$ cat config.mk
export PLATFORM = sky130hd
export DESIGN_NAME = pipe_hazard_ctrl
export DESIGN_NICKNAME = d
export VERILOG_FILES = /design/src/rtl/pipe_pkg.sv /design/src/rtl/pipe_fwd_sel.sv /design/src/rtl/pipe_hazard_ctrl.sv
export SDC_FILE = /design/constraint.sdc
export NUM_CORES = 1
export LEC_CHECK = 0
export CORE_MARGIN = 3
export CORE_UTILIZATION = 26
export CTS_CLUSTER_DIAMETER = 30
export DETAILED_ROUTE_END_ITERATION = 10
export GPL_TIMING_DRIVEN = 0
export PLACE_DENSITY_LB_ADDON = 0.2
export SLEW_MARGIN = 20
export SYNTH_ARGS = -nofsm -noshare
export SYNTH_HDL_FRONTEND = slang
export SYNTH_SLANG_ARGS = --single-unit
$ cat constraint.sdc
create_clock -name clk -period 1.2 [get_ports clk]
set_clock_uncertainty 0.05 [all_clocks]
set_input_delay 0.12 -clock clk [delete_from_list [all_inputs] [get_ports clk]]
set_output_delay 0.12 -clock clk [all_outputs]
set_load 0.005 [all_outputs]
$ cat src/rtl/pipe_pkg.sv
// Shared constants for the in-order pipeline control unit: stage numbering,
// the register-file forward select value, the per-cycle control decision
// and the forward-select width helper.
package pipe_pkg;

    localparam int STG_IF = 0;
    localparam int STG_ID = 1;
    localparam int STG_EX = 2;
    localparam int FWD_RF = 0;

    // Which priority case the pipeline is in this cycle.
    typedef enum logic [2:0] {
        CTL_RST,
        CTL_MEM,
        CTL_BR,
        CTL_LDU,
        CTL_IF,
        CTL_RUN
    } ctl_e;

    // Width of an EX operand forward select for an nstages-deep pipeline.
    function automatic int fsel_w(input int nstages);
        return $clog2(nstages - 2);
    endfunction

endpackage

$ cat src/rtl/pipe_fwd_sel.sv
// Priority match of one EX source index against the result slots.
// The lowest-numbered candidate slot whose destination matches wins;
// the caller decides which slots are eligible via cand.
module pipe_fwd_sel
    import pipe_pkg::*;
#(
    parameter int NSLOT  = 3,
    parameter int IDX_W  = 5,
    parameter int FSEL_W = 2
) (
    input  logic [IDX_W-1:0]       ex_rs,
    input  logic [NSLOT-1:0]       cand,
    input  logic [NSLOT*IDX_W-1:0] pipe_rd,
    output logic [FSEL_W-1:0]      sel
);

    // Scan from the oldest slot down so the youngest match overrides.
    always_comb begin
        sel = FSEL_W'(FWD_RF);
        for (int j = NSLOT - 1; j >= 0; j--) begin
            if (cand[j] && (pipe_rd[j*IDX_W +: IDX_W] == ex_rs)) begin
                sel = FSEL_W'(j);
            end
        end
    end

endmodule

$ cat src/rtl/pipe_hazard_ctrl.sv
// Pipeline control for an NSTAGES-deep in-order core: per-stage valid bits,
// pipeline-register and PC write enables, load-use interlock, taken-branch
// squash, data-cache freeze and EX operand forward selects.
// Optional macro PIPE_PERF_CNT_EN adds saturating event counters.
module pipe_hazard_ctrl
    import pipe_pkg::*;
#(
    parameter int NSTAGES = 5,
    parameter int IDX_W   = 5,
    parameter int FSEL_W  = fsel_w(NSTAGES)
) (
    input  logic                            clk,
    input  logic                            reset,
    input  logic                            if_stall,
    input  logic                            mem_stall,
    input  logic                            br_taken,
    input  logic [IDX_W-1:0]                id_rs1,
    input  logic [IDX_W-1:0]                id_rs2,
    input  logic                            id_rs1_used,
    input  logic                            id_rs2_used,
    input  logic [IDX_W-1:0]                ex_rs1,
    input  logic [IDX_W-1:0]                ex_rs2,
    input  logic [(NSTAGES-2)*IDX_W-1:0]    pipe_rd,
    input  logic [NSTAGES-3:0]              pipe_we,
    input  logic [NSTAGES-3:0]              pipe_ld,
    output logic                            pc_we,
    output logic [NSTAGES-2:0]              stage_en,
    output logic [NSTAGES-2:0]              stage_valid,
    output logic                            flush,
    output logic [FSEL_W-1:0]               fwd_a_sel,
    output logic [FSEL_W-1:0]               fwd_b_sel
`ifdef PIPE_PERF_CNT_EN
    ,
    output logic [31:0]                     perf_mem_stall,
    output logic [31:0]                     perf_ldu,
    output logic [31:0]                     perf_flush
`endif
);

    localparam int NSLOT = NSTAGES - 2;
    localparam int NV    = NSTAGES - 1;

    logic [NV-1:0]    valid_q, valid_d;
    logic [NSLOT-1:0] live, fwd_ok;
    logic             ldu;
    ctl_e             ctl;

    assign stage_valid = valid_q;

    // A slot is live when it holds a real instruction writing a nonzero register.
    always_comb begin
        live = '0;
        for (int j = 0; j < NSLOT; j++) begin
            live[j] = valid_q[j+1] & pipe_we[j] & (pipe_rd[j*IDX_W +: IDX_W] != '0);
        end
    end

    // Load-use: a load whose data will not reach WB before ID's consumer hits EX.
    always_comb begin
        ldu = 1'b0;
        for (int j = 0; j <= NSTAGES - 5; j++) begin
            if (live[j] && pipe_ld[j] &&
                ((id_rs1_used && pipe_rd[j*IDX_W +: IDX_W] == id_rs1) ||
                 (id_rs2_used && pipe_rd[j*IDX_W +: IDX_W] == id_rs2))) begin
                ldu = 1'b1;
            end
        end
        ldu = ldu & valid_q[STG_ID-1];
    end

    // Pick the priority case for this cycle.
    always_comb begin
        ctl = CTL_RUN;
        if (!reset)                             ctl = CTL_RST;
        else if (mem_stall)                     ctl = CTL_MEM;
        else if (br_taken && valid_q[STG_EX-1]) ctl = CTL_BR;
        else if (ldu)                           ctl = CTL_LDU;
        else if (if_stall)                      ctl = CTL_IF;
    end

    // Enables and next valid vector; the default is a plain shift with a new fetch.
    always_comb begin
        pc_we    = 1'b0;
        stage_en = '0;
        flush    = 1'b0;
        valid_d  = {valid_q[NV-2:0], 1'b1};
        unique case (ctl)
            CTL_RST: valid_d = '0;
            CTL_MEM: valid_d = valid_q;
            CTL_BR: begin
                pc_we        = 1'b1;
                stage_en     = '1;
                flush        = 1'b1;
                valid_d[1:0] = 2'b00;
            end
            CTL_LDU: begin
                stage_en   = {{(NV-1){1'b1}}, 1'b0};
                valid_d[1] = 1'b0;
                valid_d[0] = valid_q[0];
            end
            CTL_IF: begin
                stage_en   = '1;
                valid_d[0] = 1'b0;
            end
            default: begin
                pc_we    = 1'b1;
                stage_en = '1;
            end
        endcase
    end

    // Valid-bit register.
    always_ff @(posedge clk) begin
        if (!reset) valid_q <= '0;
        else        valid_q <= valid_d;
    end

    // EX itself never forwards; loads are eligible only once they reach WB.
    always_comb begin
        fwd_ok = '0;
        for (int j = 0; j < NSLOT; j++) begin
            fwd_ok[j] = live[j] & (~pipe_ld[j] | (j == NSLOT - 1));
        end
        fwd_ok[0] = 1'b0;
    end

    pipe_fwd_sel #(.NSLOT(NSLOT), .IDX_W(IDX_W), .FSEL_W(FSEL_W)) u_fwd_a (
        .ex_rs   (ex_rs1),
        .cand    (fwd_ok),
        .pipe_rd (pipe_rd),
        .sel     (fwd_a_sel)
    );

    pipe_fwd_sel #(.NSLOT(NSLOT), .IDX_W(IDX_W), .FSEL_W(FSEL_W)) u_fwd_b (
        .ex_rs   (ex_rs2),
        .cand    (fwd_ok),
        .pipe_rd (pipe_rd),
        .sel     (fwd_b_sel)
    );

`ifdef PIPE_PERF_CNT_EN
    // Saturating counters of memory-stall, load-use and flush cycles.
    always_ff @(posedge clk) begin
        if (!reset) begin
            perf_mem_stall <= '0;
            perf_ldu       <= '0;
            perf_flush     <= '0;
        end else begin
            if (ctl == CTL_MEM && perf_mem_stall != '1) perf_mem_stall <= perf_mem_stall + 32'd1;
            if (ctl == CTL_LDU && perf_ldu != '1)       perf_ldu       <= perf_ldu + 32'd1;
            if (ctl == CTL_BR && perf_flush != '1)      perf_flush     <= perf_flush + 32'd1;
        end
    end
`endif

endmodule

==> parameters.txt <==
Parameter                              Value

Synth
  Syn Nets    127
  Proportion of register bits with asynchronous set or reset after synthesis    0%
  Synth top area cells    sky130_fd_sc_hd__xor2_1 (28%), sky130_fd_sc_hd__xnor2_1 (14%), sky130_fd_sc_hd__dfxtp_1 (13%)
  #FFs+latches synth    4
  Gate Count Post-Synth    79
  Xor and xnor area share after synthesis    approximately two fifths
  Post-synthesis average cell area    7.935 um2
  Post-Synth Adder-Cell Area    0%
  Number of distinct standard cells referenced by the synthesized netlist    24
  Post-synth top area cell    sky130_fd_sc_hd__xor2_1
  Combinational family with the most area after synthesis    XOR/XNOR gates
  Number of enable-type register cells in the synthesized netlist    0
  Complex-gate fraction of the synthesized area    about 9%
  Part of the Yosys area used for sequential elements    ~13%
  Multiplexer share of the synthesized area    4.790%
  Primary FF master, synth    sky130_fd_sc_hd__dfxtp_1
  Area share of the largest cell type after synthesis    27.94%
  Synth warnings    0
  Total standard cell area after synthesis    around 630 um2
  Simple logic cell fraction of the synthesized area    27.35%

Detailed routing
  Initial detailed-routing violation count    3
  First drt pass iteration count    3
  Top layer used by detailed routing    met4
  Average via count per standard cell    4.841
  Count of vias placed by the detailed router    881
  Total wire length    2.645 mm
  Detailed-routing wirelength on met1    991 um
  Count of nets left with antenna violations after detail routing    0
  Met3 layer wire length in the routed design    227 um
  Number of remaining DRC errors    0
  Detailed route wirelength on metal2    ~1.4 mm
  Avg WL per Cell    14.53 um

Global route
  All-layer global routing usage    18.10%
  Remaining global-route overflow    0
  Antenna violations before repair    0
  Global-route wire length before repair    3.877 mm
  Number of global-route vias before repair    903
  Maximum number of pins on one net before global-route repair    7

STA
  Count of endpoints failing hold in the final timing report    0
  Maximum achievable frequency    627.1 MHz
  Headroom to the max-slew limit    83.04%
  Total negative slack for setup checks    -1.916 ns
  Final worst setup slack    -0.3945 ns
  Tightest Pin Transition    0.2525 ns
  Share of the clock period used by the worst path    132.9%
  Number of setup violations in the final report    8
  Final Max Slew Viols    0
  Setup repair after global routing missed its margin    yes
  Fin crit period    around 1.6 ns

Finish
  Number of antenna repair diodes    0
  # nets final    between 200 and 250
  Most common cell after layout, fill and taps aside    sky130_fd_sc_hd__xor2_1
  Most frequent cells in the layout    sky130_fd_sc_hd__xor2_1 (18), sky130_fd_sc_hd__dlygate4sd2_1 (16), sky130_fd_sc_hd__buf_4 (13), sky130_fd_sc_hd__buf_2 (13)
  Proportion of layout cells with a drive suffix above 1    46.10%
  Max reg flops    4
  Area grow syn2layout    130.3%
  Layout Cell Area excl Fill    approximately 1400 um2

Critical path
  WP data required    1.03 ns
  Worst reg2reg path depth    5
  Kind of end point of the critical path    output port
  Arrival time reported for the critical path endpoint    approximately 1.4 ns
  Setup slack, reg-to-reg    -0.02 ns
  Critical register-to-register path startpoint    stage_valid[0]
  Crit-path cells    buf_8 -> or4_4 -> o21ai_4 -> nor4_4 -> nor4_2 -> buf_2
  CP Buf/Inv Count    2
  Critical path type    in2out
  Worst R2R End    stage_valid[0]
  Maximum cell stage delay along the critical path    0.53 ns
  Maximum fanout along the worst path    3
  Largest delay share family, worst path    simple AND/OR/NAND/NOR gates
  Crit path max-delay cell type    sky130_fd_sc_hd__or4_4
  Crit start category    input pin

Power
  Max IR drop VDD    0.5126 mV
  Total power consumption of the routed design    0.6687 mW
  Power Density    463.1 nW/um2
  Lkg Pwr    0.6616 nW

Floorplan
  Chip Width    approximately 55 um
  Area inside the core boundary    2255 um2
  Area of the die    between 3000 and 4000 um2
  Number of top-level pins    62
  Starting density of the core    27.80%
  Vert. Die Dim    55.10 um
  Cell row count    17

Clocking
  Clock transition at the register clock pins on the worst setup and hold paths after CTS    0.04 ns
  Root cell of the clock tree    sky130_fd_sc_hd__clkbuf_4
  Level count of the clock H-tree    1
  Later-pin clock latency in the skew report    0.24 ns
  Count of clock tree sinks    4
  Clock buffer depth    2
  CTS tree    yes
  Number of buffers created by CTS    3

Min path
  Startpoint of the tightest hold check path    reset
  Endpoint with the worst hold slack    stage_valid[1]
  Worst hold stages    3
  Worst min-delay path class    in2reg

Placement
  Post-DP HPWL    2.084 mm
  Area of placed instances    around 1300 um2
  RD Place Congestion    0.7579
  Count of input and output buffers    59

Run status
  Result of the run    finished with violations
  Violated checks    setup timing

Run
  Count of maximum capacitance violations    0
-- per-layer routing --
layer  track usage [%]  vias up
met5                 0        -
met4             6.883        0
met3             6.971        6
met1             19.20      405
met2             32.09       34
li1                  -      436
-- worst max path at each step --
stage                    from            to  slack (ns)  cells past startpoint
5_1_grt        stage_valid[3]  fwd_a_sel[1]       -0.46                      4
3_5_place_dp      pipe_rd[10]  fwd_a_sel[1]       -1.19                      6
2_1_floorplan  stage_valid[3]  fwd_a_sel[1]       -0.09                      3
3_3_place_gp      pipe_rd[10]  fwd_a_sel[1]       -1.17                      6
6_report           pipe_rd[7]  fwd_a_sel[1]       -0.39                      6
4_1_cts        stage_valid[3]  fwd_a_sel[1]       -0.47                      4
-- Yosys cell counts (all sizes together), types with 2 or more instances --
| library cell | count |
|---|---|
| buf | 2 |
| xor2 | 20 |
| nor3 | 2 |
| o211ai | 2 |
| o21ai | 2 |
| nand2 | 3 |
| nor2 | 3 |
| nor4 | 5 |
| nor2b | 2 |
| inv | 2 |
| mux2i | 3 |
| or4 | 4 |
| nand3 | 8 |
| dfxtp | 4 |
| xnor2 | 10 |
-- through the flow --
step           hold slack (ns)  utilization [%]  setup WS (ns)  cells
5_1_grt                 0.1434            64.04        -0.4595    182
6_report                0.1519            64.04        -0.3945    182
2_1_floorplan           0.1980                -       -0.08920     79
3_3_place_gp            0.4425            56.22         -1.165    166
3_5_place_dp            0.4503            56.22         -1.187    166
4_1_cts                 0.1398            62.21        -0.4652    180
-- area by class of cell --
| type | count | area [um2] |
|---|---|---|
| Tap cell | 28 | 35.03 |
| Inverter | 2 | 10.01 |
| Buffer | 3 | 22.52 |
| Fill cell | 197 | 810.8 |
| Clock buffer | 3 | 22.52 |
| Multi-Input combinational cell | 70 | 636.9 |
| Timing Repair Buffer | 72 | 629.4 |
| Sequential cell | 4 | 87.58 |
-- cell families after synthesis --
group	Yosys count
buf+inv	5
xor+xnor	30
simple gates	29
flops	4
compound gates	8
mux	3
-- report_power, final --
group	internal, mW	total, mW	switching (mW)	leakage (nW)
combinational	0.207	0.355	0.148	0.613
clock	0.112	0.172	0.0597	0.0138
sequential	0.137	0.141	0.00468	0.0346
-- repair_timing --
action,4_1_cts,5_1_grt
pin swaps,29,8
endpoints found under the setup margin,16,9
buffers inserted,11,2
hold buffers,0,0
gates resized for setup,153,19
cloned,0,0
-- tightest hold or removal path, delay by kind of cell --
kind | cells | cell delay [ns]
buf+inv | 1 | 0.14
simple gates | 1 | 0.09
compound gates | 1 | 0.05
No activity file was read; power rests on OpenSTA's default activity.
